--- src/rtl/char_buffer_writer.sv ---
// rtl/char_buffer_writer.sv - write-side sequencer for the character buffer (cursor, scroll, clears)
// Optional feature: define AUTOWRAP_EN to wrap printable chars past the last column into LF semantics.
module char_buffer_writer #(
  parameter int         COLS       = 64,
  parameter int         ROWS       = 16,
  parameter logic [7:0] CLEAR_CHAR = 8'h20
) (
  input  logic                                  clk,
  input  logic                                  clr_n,
  input  logic [7:0]                            din,
  input  logic                                  din_valid,
  output logic                                  din_ready,
  output logic [$clog2(ROWS)+$clog2(COLS)-1:0]  buffer_waddr,
  output logic [7:0]                            buffer_din,
  output logic                                  buffer_wen,
  output logic [$clog2(ROWS)-1:0]               cursor_row,
  output logic [$clog2(COLS)-1:0]               cursor_col,
  output logic [$clog2(ROWS)-1:0]               scroll_row,
  output logic                                  busy
);

  localparam int CW = $clog2(COLS);
  localparam int RW = $clog2(ROWS);
  localparam int AW = RW + CW;
  localparam logic [CW-1:0] COL_MAX = CW'(COLS - 1);
  localparam logic [RW-1:0] ROW_MAX = RW'(ROWS - 1);

  typedef enum logic [1:0] {IDLE, CLR_LINE, CLR_SCREEN} state_t;

  state_t        state_q, state_d;
  logic [AW-1:0] cnt_q, cnt_d;
  logic [RW-1:0] row_q, row_d;
  logic [CW-1:0] col_q, col_d;
  logic [RW-1:0] scroll_q, scroll_d;
  logic          wen_q, wen_d;
  logic [AW-1:0] waddr_q, waddr_d;
  logic [7:0]    wdata_q, wdata_d;
  logic          ready_q, ready_d;
  logic [RW-1:0] phys_row;
  logic          lf;

  assign phys_row = row_q + scroll_q;

  always_comb begin
    state_d  = state_q;
    cnt_d    = cnt_q;
    row_d    = row_q;
    col_d    = col_q;
    scroll_d = scroll_q;
    wen_d    = 1'b0;
    waddr_d  = waddr_q;
    wdata_d  = wdata_q;
    lf       = 1'b0;
    case (state_q)
      IDLE: begin
        if (din_valid && ready_q) begin
          if (din >= 8'h20 && din <= 8'h7E) begin
            wen_d   = 1'b1;
            waddr_d = {phys_row, col_q};
            wdata_d = din;
            if (col_q != COL_MAX) begin
              col_d = col_q + 1'b1;
            end else begin
`ifdef AUTOWRAP_EN
              col_d = '0;
              lf    = 1'b1;
`endif
            end
          end else begin
            case (din)
              8'h0D: col_d = '0;
              8'h0A: lf = 1'b1;
              8'h08: if (col_q != '0) col_d = col_q - 1'b1;
              8'h0C: begin
                row_d    = '0;
                col_d    = '0;
                scroll_d = '0;
                cnt_d    = '0;
                state_d  = CLR_SCREEN;
              end
              default: ;
            endcase
          end
          if (lf) begin
            if (row_q != ROW_MAX) begin
              row_d = row_q + 1'b1;
            end else begin
              scroll_d = scroll_q + 1'b1;
              cnt_d    = '0;
              state_d  = CLR_LINE;
            end
          end
        end
      end
      CLR_LINE: begin
        // row_q is the bottom row here, so phys_row is the row just scrolled off the top
        wen_d   = 1'b1;
        wdata_d = CLEAR_CHAR;
        waddr_d = {phys_row, cnt_q[CW-1:0]};
        cnt_d   = cnt_q + 1'b1;
        if (cnt_q[CW-1:0] == COL_MAX) state_d = IDLE;
      end
      CLR_SCREEN: begin
        wen_d   = 1'b1;
        wdata_d = CLEAR_CHAR;
        waddr_d = cnt_q;
        cnt_d   = cnt_q + 1'b1;
        if (cnt_q == '1) state_d = IDLE;
      end
      default: state_d = CLR_SCREEN;
    endcase
    // Ready only after a full idle cycle, so it rises one cycle past the last clear write
    ready_d = (state_q == IDLE) && (state_d == IDLE);
  end

  always_ff @(posedge clk or negedge clr_n) begin
    if (!clr_n) begin
      state_q  <= CLR_SCREEN;
      cnt_q    <= '0;
      row_q    <= '0;
      col_q    <= '0;
      scroll_q <= '0;
      wen_q    <= 1'b0;
      waddr_q  <= '0;
      wdata_q  <= '0;
      ready_q  <= 1'b0;
    end else begin
      state_q  <= state_d;
      cnt_q    <= cnt_d;
      row_q    <= row_d;
      col_q    <= col_d;
      scroll_q <= scroll_d;
      wen_q    <= wen_d;
      waddr_q  <= waddr_d;
      wdata_q  <= wdata_d;
      ready_q  <= ready_d;
    end
  end

  assign din_ready    = ready_q;
  assign busy         = !ready_q && clr_n;
  assign buffer_waddr = waddr_q;
  assign buffer_din   = wdata_q;
  assign buffer_wen   = wen_q;
  assign cursor_row   = row_q;
  assign cursor_col   = col_q;
  assign scroll_row   = scroll_q;

endmodule
--- config.mk ---
export PLATFORM = sky130hd
export DESIGN_NAME = char_buffer_writer
export DESIGN_NICKNAME = d
export VERILOG_FILES = /design/src/rtl/char_buffer_writer.sv
export SDC_FILE = /design/constraint.sdc
export NUM_CORES = 1
export LEC_CHECK = 0
export BUFFER_PORTS_ARGS = -buffer_cell sky130_fd_sc_hd__buf_2
export CAP_MARGIN = 20
export CELL_PAD_IN_SITES_DETAIL_PLACEMENT = 0
export CELL_PAD_IN_SITES_GLOBAL_PLACEMENT = 1
export CORE_MARGIN = 2
export CORE_UTILIZATION = 39
export CTS_CLUSTER_SIZE = 24
export DETAILED_ROUTE_END_ITERATION = 7
export PLACE_DENSITY = 0.8
export SLEW_MARGIN = 10
export SYNTH_ARGS = -nofsm -noshare
export SYNTH_HDL_FRONTEND = slang
export SYNTH_SLANG_ARGS = --single-unit
--- constraint.sdc ---
create_clock -name clk -period 2.1 [get_ports clk]
set_input_delay 0.105 -clock clk [delete_from_list [all_inputs] [get_ports clk]]
set_output_delay 0.105 -clock clk [all_outputs]
set_load 0.01 [all_outputs]
---- Word level (Yosys, flattened, before mapping) ----
Index checks and enable logic that the tools add are counted.
word-level totals
  register bits ........................... 46
  output and inout port bits .............. 35
  logic and storage cells ................. 88
cells by class
  add/sub/neg operators ................... 6
  $lt $le $gt $ge ......................... 2
  eq/ne operators ......................... 14
  multiplexer cells ....................... 39
  reduce and logical (&&, ||, !) cells .... 18
operators by type and width
  cell                                                                                 number
  10-bit two-way mux                                                                   7
  8-bit by 4-bit equality test with 1-bit output, second input constant                4
  4-bit two-way mux                                                                    8
  10-bit case mux with 3 select lines                                                  1
  10-bit case mux with 2 select lines                                                  1
  6-bit two-way mux                                                                    3
  8-bit two-way mux                                                                    2
  8-bit case mux with 2 select lines                                                   1
  2-bit two-way mux                                                                    7
  6-bit case mux with 2 select lines                                                   1
  10-bit by 1-bit adder with 10-bit output, second input constant                      1
  10-bit equality test, second input constant                                          1
  4-bit by 1-bit adder with 4-bit output, second input constant                        2
  8-bit by 6-bit greater-or-equal comparator with 1-bit output, second input constant  1
  8-bit by 7-bit less-or-equal comparator with 1-bit output, second input constant     1
  6-bit by 1-bit adder with 6-bit output, second input constant                        1
  6-bit equality test, second input constant                                           1
  1-bit two-way mux                                                                    6
  6-bit != test, second input constant                                                 1
  2-bit case mux with 3 select lines                                                   1
  3-bit AND reduction                                                                  2
  3-bit nonzero test                                                                   2
  6-bit nonzero test                                                                   1
  6-bit by 1-bit subtractor with 6-bit output, second input constant                   1
  15 further kinds                                                                     22

---- Depth between registers and ports, before layout ----
  depth after elaboration ................. 10
  depth in mapped cells ................... 8
  gate-level depth less buffers ........... 7

---- Least setup slack after synthesis ----
OpenSTA, ideal clock, no wires.
  kind .................................... reg2reg
  start point ............................. register col_q[3] (netlist: cursor_col[3])
  end point ............................... register col_q[0] (netlist: cursor_col[0])
  arrival ................................. 2.037 ns
  required time ........................... 1.975 ns
  path slack .............................. -0.062 ns
  stages on the path, launching flop included .. 7
  path buffers ............................ 1
  clock period less this slack ............ 2.162 ns
  cells stage by stage .................... dfrtp_1 -> buf_6 -> or3_1 -> or4b_4 -> a22oi_4 -> nor2_2 -> mux2_4
between the ends
  longest elaborated chain between the ends .. 3
  elaborated cells on any way between the ends .. 5
ends and longest elaborated chain
  element                                                                                     RTL line  text
  start: declaration                                                                          33        logic [CW-1:0] col_q, col_d;
  start signal: assignment                                                                    131       col_q <= col_d;
  6-bit != test or 6-bit nonzero test (tied branches)                                         61, 73
  2-bit by 1-bit != test with 1-bit output (no source line) or 3-bit != test (tied branches)  --
  5-bit AND reduction (no source line) (*)                                                    --
Mark *: on every way between the ends. The rest lies on a longest branch, timed or not.
A chain may end at the register's enable or synchronous reset.

---- Worst setup path after layout ----
  start point ............................. register col_q[2] (netlist: cursor_col[2])
  end point ............................... register col_q[4] (netlist: cursor_col[4])
between the ends
  longest elaborated chain between the ends .. 4
  elaborated cells on any way between the ends .. 11
ends and longest elaborated chain
  element                                      RTL line  text
  6-bit by 1-bit subtractor with 6-bit output  73        8'h08: if (col_q != '0) col_d = col_q - 1'b1;
  6-bit two-way mux                            73
  6-bit case mux with 2 select lines           70        case (din)
  6-bit two-way mux                            57        if (din >= 8'h20 && din <= 8'h7E) begin
Parallel ways exist; a longest one is shown, timed or not. The select of a mux whose other input is x is not followed.

==> metrics.txt <==
# TYPE chip_impl_metric gauge
chip_impl_info{name="run_status",value="finished clean"} 1
chip_impl_info{name="cts_root_buf",value="clkbuf_8"} 1
chip_impl_info{name="ys.flop_type",value="dfrtp_1"} 1
chip_impl_metric{name="final_net_count",unit=""} 379
chip_impl_metric{name="synth.ff_latch_count",unit=""} 46
chip_impl_metric{name="post-route-drc-count",unit=""} 0
chip_impl_metric{name="filler_cell_count",unit=""} 705
chip_impl_metric{name="count_of_vias_placed_by_the_detailed_router",unit=""} 2361
chip_impl_metric{name="max-slew-margin-rel",unit="%"} 57.7
chip_impl_metric{name="htree_levels",unit=""} 2
chip_impl_metric{name="critical_path_required",unit="ns"} 2.29
chip_impl_metric{name="layout-drive-gt1-share",unit="%"} 24.2
chip_impl_info{name="crit_slowest_cell",value="or4b_4"} 1
chip_impl_metric{name="cts.sink_count",unit=""} 46
chip_impl_metric{name="io_pins",unit=""} 46
chip_impl_metric{name="hold_violations",unit=""} 0
chip_impl_metric{name="max-vdd-ir-drop",unit="µV"} 507
chip_impl_metric{name="grt_util_all_layers",unit="%"} 18.7
chip_impl_metric{name="synth_fp_nets",unit=""} 319
chip_impl_metric{name="syn-cell-area",unit="µm²"} 2760
chip_impl_metric{name="die_w",unit="µm"} 88.1
chip_impl_metric{name="drt-wirelength-per-cell",unit="µm"} 15.1
chip_impl_metric{name="asyncSetResetFlopFracSynth",unit="%"} 100
chip_impl_metric{name="syn2layout_area_growth",unit="%"} 19.4
chip_impl_metric{name="initialDrtViolationCount",unit=""} 135
chip_impl_metric{name="initial_utilization",unit="%"} 40.4
chip_impl_metric{name="fin_skew",unit="ns"} 0.00576
chip_impl_metric{name="power_density",unit="nW/µm²"} 1000
chip_impl_info{name="worst_path_dominant_cell_family",value="simple AND/OR/NAND/NOR gates"} 1
chip_impl_metric{name="setup_viol",unit=""} 0
chip_impl_metric{name="crit_path_max_fanout",unit=""} 5
chip_impl_metric{name="power",unit="mW"} 3.30
chip_impl_metric{name="io_buffers",unit=""} 45
chip_impl_metric{name="arrival",unit="ns"} 2.22
chip_impl_info{name="setup.worst_path.class",value="register to register"} 1
chip_impl_metric{name="minimum_clock_period",unit="ns"} 2.03
chip_impl_metric{name="std_cell_rows",unit=""} 30
chip_impl_metric{name="finalCritPeriodShare",unit="%"} 96.7
chip_impl_metric{name="finalWirelength",unit="mm"} 6.81
chip_impl_metric{name="die_area",unit="µm²"} 7760
chip_impl_metric{name="synth.avg_cell_area",unit="µm²"} 9.38
chip_impl_metric{name="grt_pass1_wl",unit="mm"} 11.2
chip_impl_metric{name="fin_tns_setup",unit="ns"} 0
chip_impl_metric{name="count_of_flip_flops_with_a_built_in_enable_after_synthesis",unit=""} 0
chip_impl_metric{name="hpwl",unit="mm"} 5.09
chip_impl_info{name="hold_class",value="primary input to register"} 1
chip_impl_metric{name="final_antenna_net_count",unit=""} 0
chip_impl_info{name="worstSetupEndpointType",value="register"} 1
chip_impl_info{name="worst_setup_path_start_kind",value="register"} 1
chip_impl_metric{name="synth_cell_types",unit=""} 58
chip_impl_info{name="commonest_non_fill_non_tap_cells_in_the_layout",value="dfrtp_1 (45), buf_2 (45), nand2_1 (38)"} 1
chip_impl_metric{name="leakage",unit="nW"} 1.57
chip_impl_metric{name="max_cap_viol_count",unit=""} 0
chip_impl_metric{name="drtPass1Iterations",unit=""} 4
chip_impl_metric{name="clk_transition_reported_paths",unit="ns"} 0.09
chip_impl_metric{name="max_freq",unit="MHz"} 492
chip_impl_metric{name="routed_via_density",unit=""} 5.24
chip_impl_metric{name="antenna_found_initial",unit=""} 0
chip_impl_info{name="path_cells",value="or3_1, or4b_4, a22oi_4, buf_4, a211oi_1, o32a_1"} 1
chip_impl_metric{name="clock_latency",unit="ns"} 0.30
chip_impl_metric{name="die-height",unit="µm"} 88.1
chip_impl_metric{name="cp.buffers_inverters",unit=""} 1
chip_impl_metric{name="slew_viol_final",unit=""} 0
chip_impl_metric{name="core_area",unit="µm²"} 6830
chip_impl_metric{name="global_placer_s_final_weighted_congestion",unit=""} 0.849
chip_impl_info{name="cts_tree",value="yes"} 1
chip_impl_metric{name="synth_warnings",unit=""} 0
chip_impl_metric{name="largest_net_degree_at_the_start_of_global_routing",unit=""} 47
chip_impl_metric{name="cts.path.max_buffers",unit=""} 2
chip_impl_metric{name="gr-total-overflow",unit=""} 0
chip_impl_metric{name="timing_worst_slew_pin_value",unit="ns"} 0.634
chip_impl_info{name="rsz0062_at_grt",value="no"} 1
chip_impl_metric{name="post_synth_inst_count",unit=""} 294
chip_impl_metric{name="antenna_cells",unit=""} 0
chip_impl_metric{name="critPathMaxStageDelay",unit="ns"} 0.51
chip_impl_metric{name="numCtsBuffers",unit=""} 5
chip_impl_metric{name="grt_pass1_vias",unit=""} 2176
chip_impl_metric{name="synth-seq-area-share",unit="%"} 41.8
chip_impl_metric{name="post_cts_buffers",unit=""} 0
## cell type report
cell class | instances | area [µm²] | area share (%)
Multi-Input combinational cell | 230 | 1530 | 46.6
Inverter | 8 | 30.0 | 0.912
Clock buffer | 6 | 82.6 | 2.51
Sequential cell | 46 | 1150 | 35.0
Clock inverter | 2 | 12.5 | 0.380
Tap cell | 96 | 120 | 3.65
Timing Repair Buffer | 63 | 363 | 11.0
## synth_stat cells, types with 2 or more instances
master      n  area share [%]
a2bb2oi_1   4             1.3
mux2_2      4             1.6
nor3b_1     2            0.54
mux2_4      2             1.1
a21oi_1    10             1.8
o21ai_0    14             2.5
nand3_1    14             2.5
nor3_1      5            0.91
or3_1       2            0.45
o22ai_1     2            0.45
xnor2_1     2            0.64
or2_2       2            0.45
o21ai_1    17             3.1
clkbuf_1    8             1.1
xor2_1      9             2.9
a32oi_1     5             1.6
nand2b_1   11             2.5
nor2b_1     4            0.91
nor4_1      5             1.1
nor2_1     17             2.3
ha_1       13             5.9
nand4_1     4            0.91
inv_1       8             1.1
and3_1      6             1.4
nor4b_1     2            0.64
a211oi_1    3            0.82
a22o_1      3            0.95
dfrtp_1    45              41
and4_1      2            0.64
nand2_1    38             5.2
o21a_1      3            0.82
o21bai_1    2            0.54
## logic make-up after synthesis
| family | count (synthesis) | share of synthesized area (%) |
|---|---|---|
| multiplexers | 6 | 2.72 |
| XOR/XNOR | 11 | 3.49 |
| adder cells (fa/ha/maj) | 14 | 6.62 |
| flip-flops | 46 | 41.8 |
| buffers and inverters | 18 | 2.77 |
| AND/OR/NAND/NOR | 124 | 24.2 |
| AO/OA/AOI/OAI | 75 | 18.4 |
## timing repair
item / 4_1_cts / 5_1_grt
setup endpoints to repair: 0 / 0
hold endpoints to repair: 45 / 0
resized for setup: 0 / 0
hold buffers: 1 / 0
## stage by stage
| step | utilization, % | worst slack (ns) | std cells | hold WS [ns] | cell area [µm²] |
|---|---|---|---|---|---|
| floorplan | - | -0.0382 | 294 | -0.191 | 2760 |
| global placement | 46.7 | 0.131 | 442 | 0.321 | 3190 |
| detailed placement | 46.7 | 0.0875 | 442 | 0.316 | 3190 |
| CTS | 48.2 | 0.0716 | 451 | 0.0675 | 3290 |
| global route | 48.2 | 0.0150 | 451 | 0.0720 | 3290 |
| finish | 48.2 | 0.0695 | 451 | 0.0749 | 3290 |
## registers in the layout, indices dropped and copies added, names as in the netlist
name          flops
buffer_wen        1
cnt_q            10
scroll_row        4
buffer_waddr     10
din_ready         1
cursor_col        6
buffer_din        8
cursor_row        4
state_q           2
## layer usage
metal  up-vias  wire length, µm  track usage, %
li1       1193                -               -
met1      1119             3510            29.0
met2        45             3020            27.1
met3         4              235            3.11
met4         0               43            4.27
met5         -                0               0
## worst register-to-register path, stage by stage (launching register included)
cell,delay (ns)
dfrtp_1,0.39
or3_1,0.39
or4b_4,0.51
a22oi_4,0.23
buf_4,0.18
a211oi_1,0.05
o32a_1,0.18
## where the power goes
group	total (mW)	internal (mW)	switching, mW
sequential	1.28	1.12	0.157
combinational	1.45	0.646	0.801
clock	0.582	0.265	0.317
total	3.30	2.03	1.27
## worst paths after layout
| path | end | depth (start not counted) | from | slack, ns |
|---|---|---|---|---|
| setup / recovery | cursor_col[4] | 6 | cursor_col[2] | 0.07 |
| max in group asynchronous | cursor_col[5] | 3 | clr_n | 1.20 |
| hold / removal | buffer_din[4] | 3 | din[4] | 0.07 |
| min in group asynchronous | buffer_waddr[0] | 3 | clr_n | 0.49 |
| setup reg to reg | cursor_col[4] | 6 | cursor_col[2] | 0.07 |
| hold reg to reg | buffer_waddr[2] | 2 | buffer_waddr[2] | 0.48 |
(Power assumes the default switching activity.)
